[config.mk]
export PLATFORM = sky130hd
export DESIGN_NAME = rggen_rr_arbiter_flat
export DESIGN_NICKNAME = d
export VERILOG_FILES = /design/src/rtl/rggen_rr_arbiter_if.sv /design/src/rtl/rggen_rr_arbiter.sv /design/src/flat_wrapper.sv
export SDC_FILE = /design/constraint.sdc
export NUM_CORES = 1
export LEC_CHECK = 0
export CAP_MARGIN = 20
export CORE_MARGIN = 2
export CORE_UTILIZATION = 20
export CTS_CLUSTER_DIAMETER = 60
export DETAILED_ROUTE_END_ITERATION = 16
export PLACE_DENSITY = 0.88
export SYNTH_ARGS = -nofsm -noshare
export SYNTH_HDL_FRONTEND = slang
export SYNTH_SLANG_ARGS = --single-unit
export TNS_END_PERCENT = 10
[constraint.sdc]
create_clock -name i_clk -period 1.85 [get_ports i_clk]
set_clock_uncertainty 0.1 [all_clocks]
set_input_delay 0.185 -clock i_clk [delete_from_list [all_inputs] [get_ports i_clk]]
set_output_delay 0.185 -clock i_clk [all_outputs]
set_load 0.05 [all_outputs]
[src/rtl/rggen_rr_arbiter_if.sv]
// rggen_rr_arbiter_if: upstream request/response and downstream access signals of the round-robin arbiter
interface rggen_rr_arbiter_if #(
  parameter int REQUESTERS     = 2,
  parameter int PAYLOAD_WIDTH  = 32,
  parameter int RESPONSE_WIDTH = 34
);
  logic [REQUESTERS-1:0]               i_request_valid;
  logic [REQUESTERS*PAYLOAD_WIDTH-1:0] i_request_payload;
  logic [REQUESTERS-1:0]               o_request_ready;
  logic [RESPONSE_WIDTH-1:0]           o_response;
  logic [REQUESTERS-1:0]               o_grant;
  logic                                o_valid;
  logic [PAYLOAD_WIDTH-1:0]            o_payload;
  logic                                i_ready;
  logic [RESPONSE_WIDTH-1:0]           i_response;
  modport slave (
    input  i_request_valid, i_request_payload, i_ready, i_response,
    output o_request_ready, o_response, o_grant, o_valid, o_payload
  );
  modport master (
    output i_request_valid, i_request_payload, i_ready, i_response,
    input  o_request_ready, o_response, o_grant, o_valid, o_payload
  );
endinterface

[src/rtl/rggen_rr_arbiter.sv]
// rggen_rr_arbiter: round-robin arbiter steering one of REQUESTERS payloads onto a shared downstream port
module rggen_rr_arbiter #(
  parameter int REQUESTERS     = 2,
  parameter int PAYLOAD_WIDTH  = 32,
  parameter int RESPONSE_WIDTH = 34
) (
  input logic                 i_clk,
  input logic                 i_rst_n,
  rggen_rr_arbiter_if.slave   bus
);
  localparam int IW = REQUESTERS > 1 ? $clog2(REQUESTERS) : 1;
  localparam logic [IW-1:0] LAST_INIT = IW'(REQUESTERS - 1);
  typedef enum logic {IDLE, BUSY} state_e;
  state_e                state_q, state_d;
  logic [REQUESTERS-1:0] grant_q, grant_d;
  logic [IW-1:0]         last_q, last_d;
  logic [IW-1:0]         win_idx, gnt_idx;
  logic                  win_found;
  always_ff @(posedge i_clk or negedge i_rst_n) begin
    if (!i_rst_n) begin
      state_q <= IDLE;
      grant_q <= '0;
      last_q  <= LAST_INIT;
    end else begin
      state_q <= state_d;
      grant_q <= grant_d;
      last_q  <= last_d;
    end
  end
  // search starts just after the last completed winner and wraps
  always_comb begin
    win_found = 1'b0;
    win_idx   = '0;
    gnt_idx   = '0;
    for (int k = 1; k <= REQUESTERS; k++) begin
      if (!win_found && bus.i_request_valid[IW'((int'(last_q) + k) % REQUESTERS)]) begin
        win_found = 1'b1;
        win_idx   = IW'((int'(last_q) + k) % REQUESTERS);
      end
    end
    for (int i = 0; i < REQUESTERS; i++) begin
      if (grant_q[i]) gnt_idx = IW'(i);
    end
  end
  always_comb begin
    state_d = state_q;
    grant_d = grant_q;
    last_d  = last_q;
    if (state_q == IDLE && win_found) begin
      state_d          = BUSY;
      grant_d          = '0;
      grant_d[win_idx] = 1'b1;
    end else if (state_q == BUSY && bus.i_ready) begin
      state_d = IDLE;
      grant_d = '0;
      last_d  = gnt_idx;
    end
  end
  always_comb begin
    bus.o_valid         = state_q == BUSY;
    bus.o_grant         = grant_q;
    bus.o_request_ready = grant_q & {REQUESTERS{bus.i_ready}};
    bus.o_response      = bus.i_response;
    bus.o_payload       = '0;
    for (int i = 0; i < REQUESTERS; i++) begin
      bus.o_payload = bus.o_payload | ({PAYLOAD_WIDTH{grant_q[i]}} & bus.i_request_payload[i*PAYLOAD_WIDTH +: PAYLOAD_WIDTH]);
    end
  end
endmodule

[src/flat_wrapper.sv]
// flat-port wrapper written by rule: the top's interface ports become plain ports
module rggen_rr_arbiter_flat 
#(
  parameter int REQUESTERS     = 2,
  parameter int PAYLOAD_WIDTH  = 32,
  parameter int RESPONSE_WIDTH = 34
)
  (i_clk, i_rst_n, bus_i_request_valid, bus_i_request_payload, bus_i_ready, bus_i_response, bus_o_request_ready, bus_o_response, bus_o_grant, bus_o_valid, bus_o_payload);
  rggen_rr_arbiter_if #(.REQUESTERS(REQUESTERS), .PAYLOAD_WIDTH(PAYLOAD_WIDTH), .RESPONSE_WIDTH(RESPONSE_WIDTH)) bus_i ();
  input logic i_clk;
  input logic i_rst_n;
  input wire logic [$bits(bus_i.i_request_valid)-1:0] bus_i_request_valid;
  input wire logic [$bits(bus_i.i_request_payload)-1:0] bus_i_request_payload;
  input wire logic [$bits(bus_i.i_ready)-1:0] bus_i_ready;
  input wire logic [$bits(bus_i.i_response)-1:0] bus_i_response;
  output wire logic [$bits(bus_i.o_request_ready)-1:0] bus_o_request_ready;
  output wire logic [$bits(bus_i.o_response)-1:0] bus_o_response;
  output wire logic [$bits(bus_i.o_grant)-1:0] bus_o_grant;
  output wire logic [$bits(bus_i.o_valid)-1:0] bus_o_valid;
  output wire logic [$bits(bus_i.o_payload)-1:0] bus_o_payload;
  assign bus_i.i_request_valid = bus_i_request_valid;
  assign bus_i.i_request_payload = bus_i_request_payload;
  assign bus_i.i_ready = bus_i_ready;
  assign bus_i.i_response = bus_i_response;
  assign bus_o_request_ready = bus_i.o_request_ready;
  assign bus_o_response = bus_i.o_response;
  assign bus_o_grant = bus_i.o_grant;
  assign bus_o_valid = bus_i.o_valid;
  assign bus_o_payload = bus_i.o_payload;
  rggen_rr_arbiter #(.REQUESTERS(REQUESTERS), .PAYLOAD_WIDTH(PAYLOAD_WIDTH), .RESPONSE_WIDTH(RESPONSE_WIDTH)) u_core (.i_clk(i_clk), .i_rst_n(i_rst_n), .bus(bus_i));
endmodule
==> out/results.tsv <==
metric	value	unit
grt_pass1_vias	961	
yosysSeqAreaShare	12.39	%
grt_pass1_wl	4360	um
cts_tree	yes	
clock_path_buffers	2	
viasPerCell	4.536	
io_pins	174	
overflow	0	
drt_iter0_drc	15	
cp-start-kind	register	
rsz0062_at_grt	false	
synth_top_area_cell	buf_4	
syn-num-nets	192	
dp_hpwl	2395	um
final_hold_viol_count	0	
path_cells	clkdlybuf4s50_1	
antenna_found_initial	0	
n_antenna_cell	0	
fp.dieH	67.97	um
drc	0	
ff2ff_setup_slack	0.78	ns
setup_viol	0	
slew_headroom	67.17	%
path_depth	1	
grt_max_degree	37	
finalCritPeriodShare	95.14	%
cp.arrival	1.48	ns
wire_per_inst	13.86	um
fillCellCount	350	
hold_ws	0.07402	ns
r2r-start	u_core.bus.o_grant[1]	
synth_top_area_share	32.11	%
synth_area_leaders	buf_4 (32%), a22o_1 (31%), buf_6 (9.6%), dfrtp_1 (9.2%), a22o_2 (3.7%)	
cpLargestDelayFamily	buffers and inverters	
portBuffers	104	
critPathBufInv	1	
tightest_slew	0.4909	ns
synthCells	89	
drt.antenna.violating_nets	0	
status	completed	
crit_end	bus_o_valid	
cts_buffers	3	
track_usage	12.44	%
tns	0	ns
synthesis.area	818.3	um2
die_area	4619	um2
crit_type	reg -> out	
die_w	67.97	um
endpoint_kind	output pin	
slew_viol_final	0	
core	3971	um2
worstPathRequired	1.56	ns
timing.fmax	0.5682	GHz
cts_root_buffer	clkbuf_8	
ys_ff_latch	4	
post-cts-setup-buffers	0	
start_util	20.60	%
vdd_ir_drop_max	0.7690	mV
h-tree-depth	1	
cts_hold_buf	0	
critPathMaxFanout	5	
finalNetCount	261	
syn_avg_cell_area	9.194	um2
routed_wirelength	2869	um
critPathSlowestCell	clkdlybuf4s50_1	
drive_above_1_share	30.57	%
regToRegEndpoint	u_core.last_q	
drv_cap	0	
num_vias	939	
finalCriticalPeriod	1.760	ns
rows	23	
gpl.final_weighted_congestion	0.6994	
syn2layout_area_growth	143.6	%
reg2regPathDepth	2	
yosysUniqueCellTypes	17	
dr.pass1.iters	4	
power_density	1473	nW/um2
clk_pin_slew	0.04	ns
startpoint	u_core.bus.o_valid	
cts_sinks	4	
p_leak	0.8284	nW
worstHoldPathType	in -> async	
clock_latency	0.22	ns
synth_warnings	0	
cts_resized	0	
slowest_delay	0.83	ns
area by class of cell:
cell class / count / area, um2 / share of cell area, %
timing repair buffer: 107 / 1424 / 71.44
multi-input combinational: 41 / 356.6 / 17.89
sequential: 4 / 101.3 / 5.085
tap: 50 / 62.56 / 3.139
clock buffer: 4 / 45.04 / 2.260
inverter: 1 / 3.754 / 0.1883
flip-flops by register name, indices dropped and copies added (netlist names):
name and count:
u_core.bus.o_valid 1, u_core.last_q 1, u_core.bus.o_grant 2
cell usage after synthesis:
cell and count:
a32o_1 1, a22o_1 29, inv_1 1, and2_2 1, nand2_1 1, buf_4 35, dfrtp_1 3, nand2b_1 1
buf_8 1, and2_1 1, buf_6 7, mux2_4 1, a22o_2 3, o21ai_0 1, dfstp_2 1, o2bb2ai_1 1
mux2i_1 1
worst min path at each step:
stage	startpoint	endpoint	slack [ns]	cells past startpoint
final	i_rst_n	u_core.bus.o_valid	0.07	1
after CTS	i_rst_n	u_core.bus.o_valid	0.07	1
after global routing	i_rst_n	u_core.bus.o_valid	0.08	1
after floorplan	i_rst_n	u_core.bus.o_grant[0]	-0.21	0
after global placement	bus_i_response[14]	bus_o_response[14]	0.27	0
after detailed placement	bus_i_response[14]	bus_o_response[14]	0.27	0
stage by stage:
stage / worst slack [ns] / cell area, um2 / total power [mW] / utilization [%] / cells
floorplan: 0.1938 / 818.3 / 1.728 / - / 89
global placement: 0.3607 / 1948 / 2.732 / 49.05 / 203
detailed placement: 0.3460 / 1948 / 2.763 / 49.05 / 203
CTS: 0.08270 / 1993 / 2.975 / 50.19 / 207
global route: 0.04852 / 1993 / 3.054 / 50.19 / 207
finish: 0.08992 / 1993 / 2.935 / 50.19 / 207
cell usage in the layout (no fill, tap or decap):
| cell | n |
|---|---|
| clkdlybuf4s50_1 | 68 |
| buf_12 | 36 |
| a22o_1 | 29 |
| a22o_2 | 3 |
| clkbuf_8 | 3 |
| buf_4 | 3 |
| dfrtp_1 | 3 |
| and2_2 | 1 |
| and2_1 | 1 |
| inv_1 | 1 |
| mux2i_1 | 1 |
| a32o_1 | 1 |
| nand2_1 | 1 |
| mux2_4 | 1 |
| nand2b_1 | 1 |
| o2bb2ai_1 | 1 |
| o21ai_0 | 1 |
| clkbuf_1 | 1 |
| dfstp_2 | 1 |
metal layers:
layer	wire length [um]	up-vias	global-route usage, %
li1	-	431	-
met1	946	433	12.23
met2	1501	71	21.97
met3	408	4	6.743
met4	13	0	4.500
met5	0	-	0
report_power, final:
part	internal, mW	total [mW]	switching, mW
Sequential	0.125	0.147	0.0222
Combinational	1.25	2.59	1.34
Clock	0.148	0.198	0.0502
Total	1.52	2.94	1.41
logic make-up (layout without fill, tap and decap cells):
kind of cell,after synthesis,count (layout),synth area share [%]
buffers and inverters,44,112,44.04
AOI/OAI and AO/OA,35,35,37.61
DFF,4,4,12.39
and+or+nand+nor,4,4,2.906
muxes,2,2,3.058
Power figures use the tool's default switching activity.
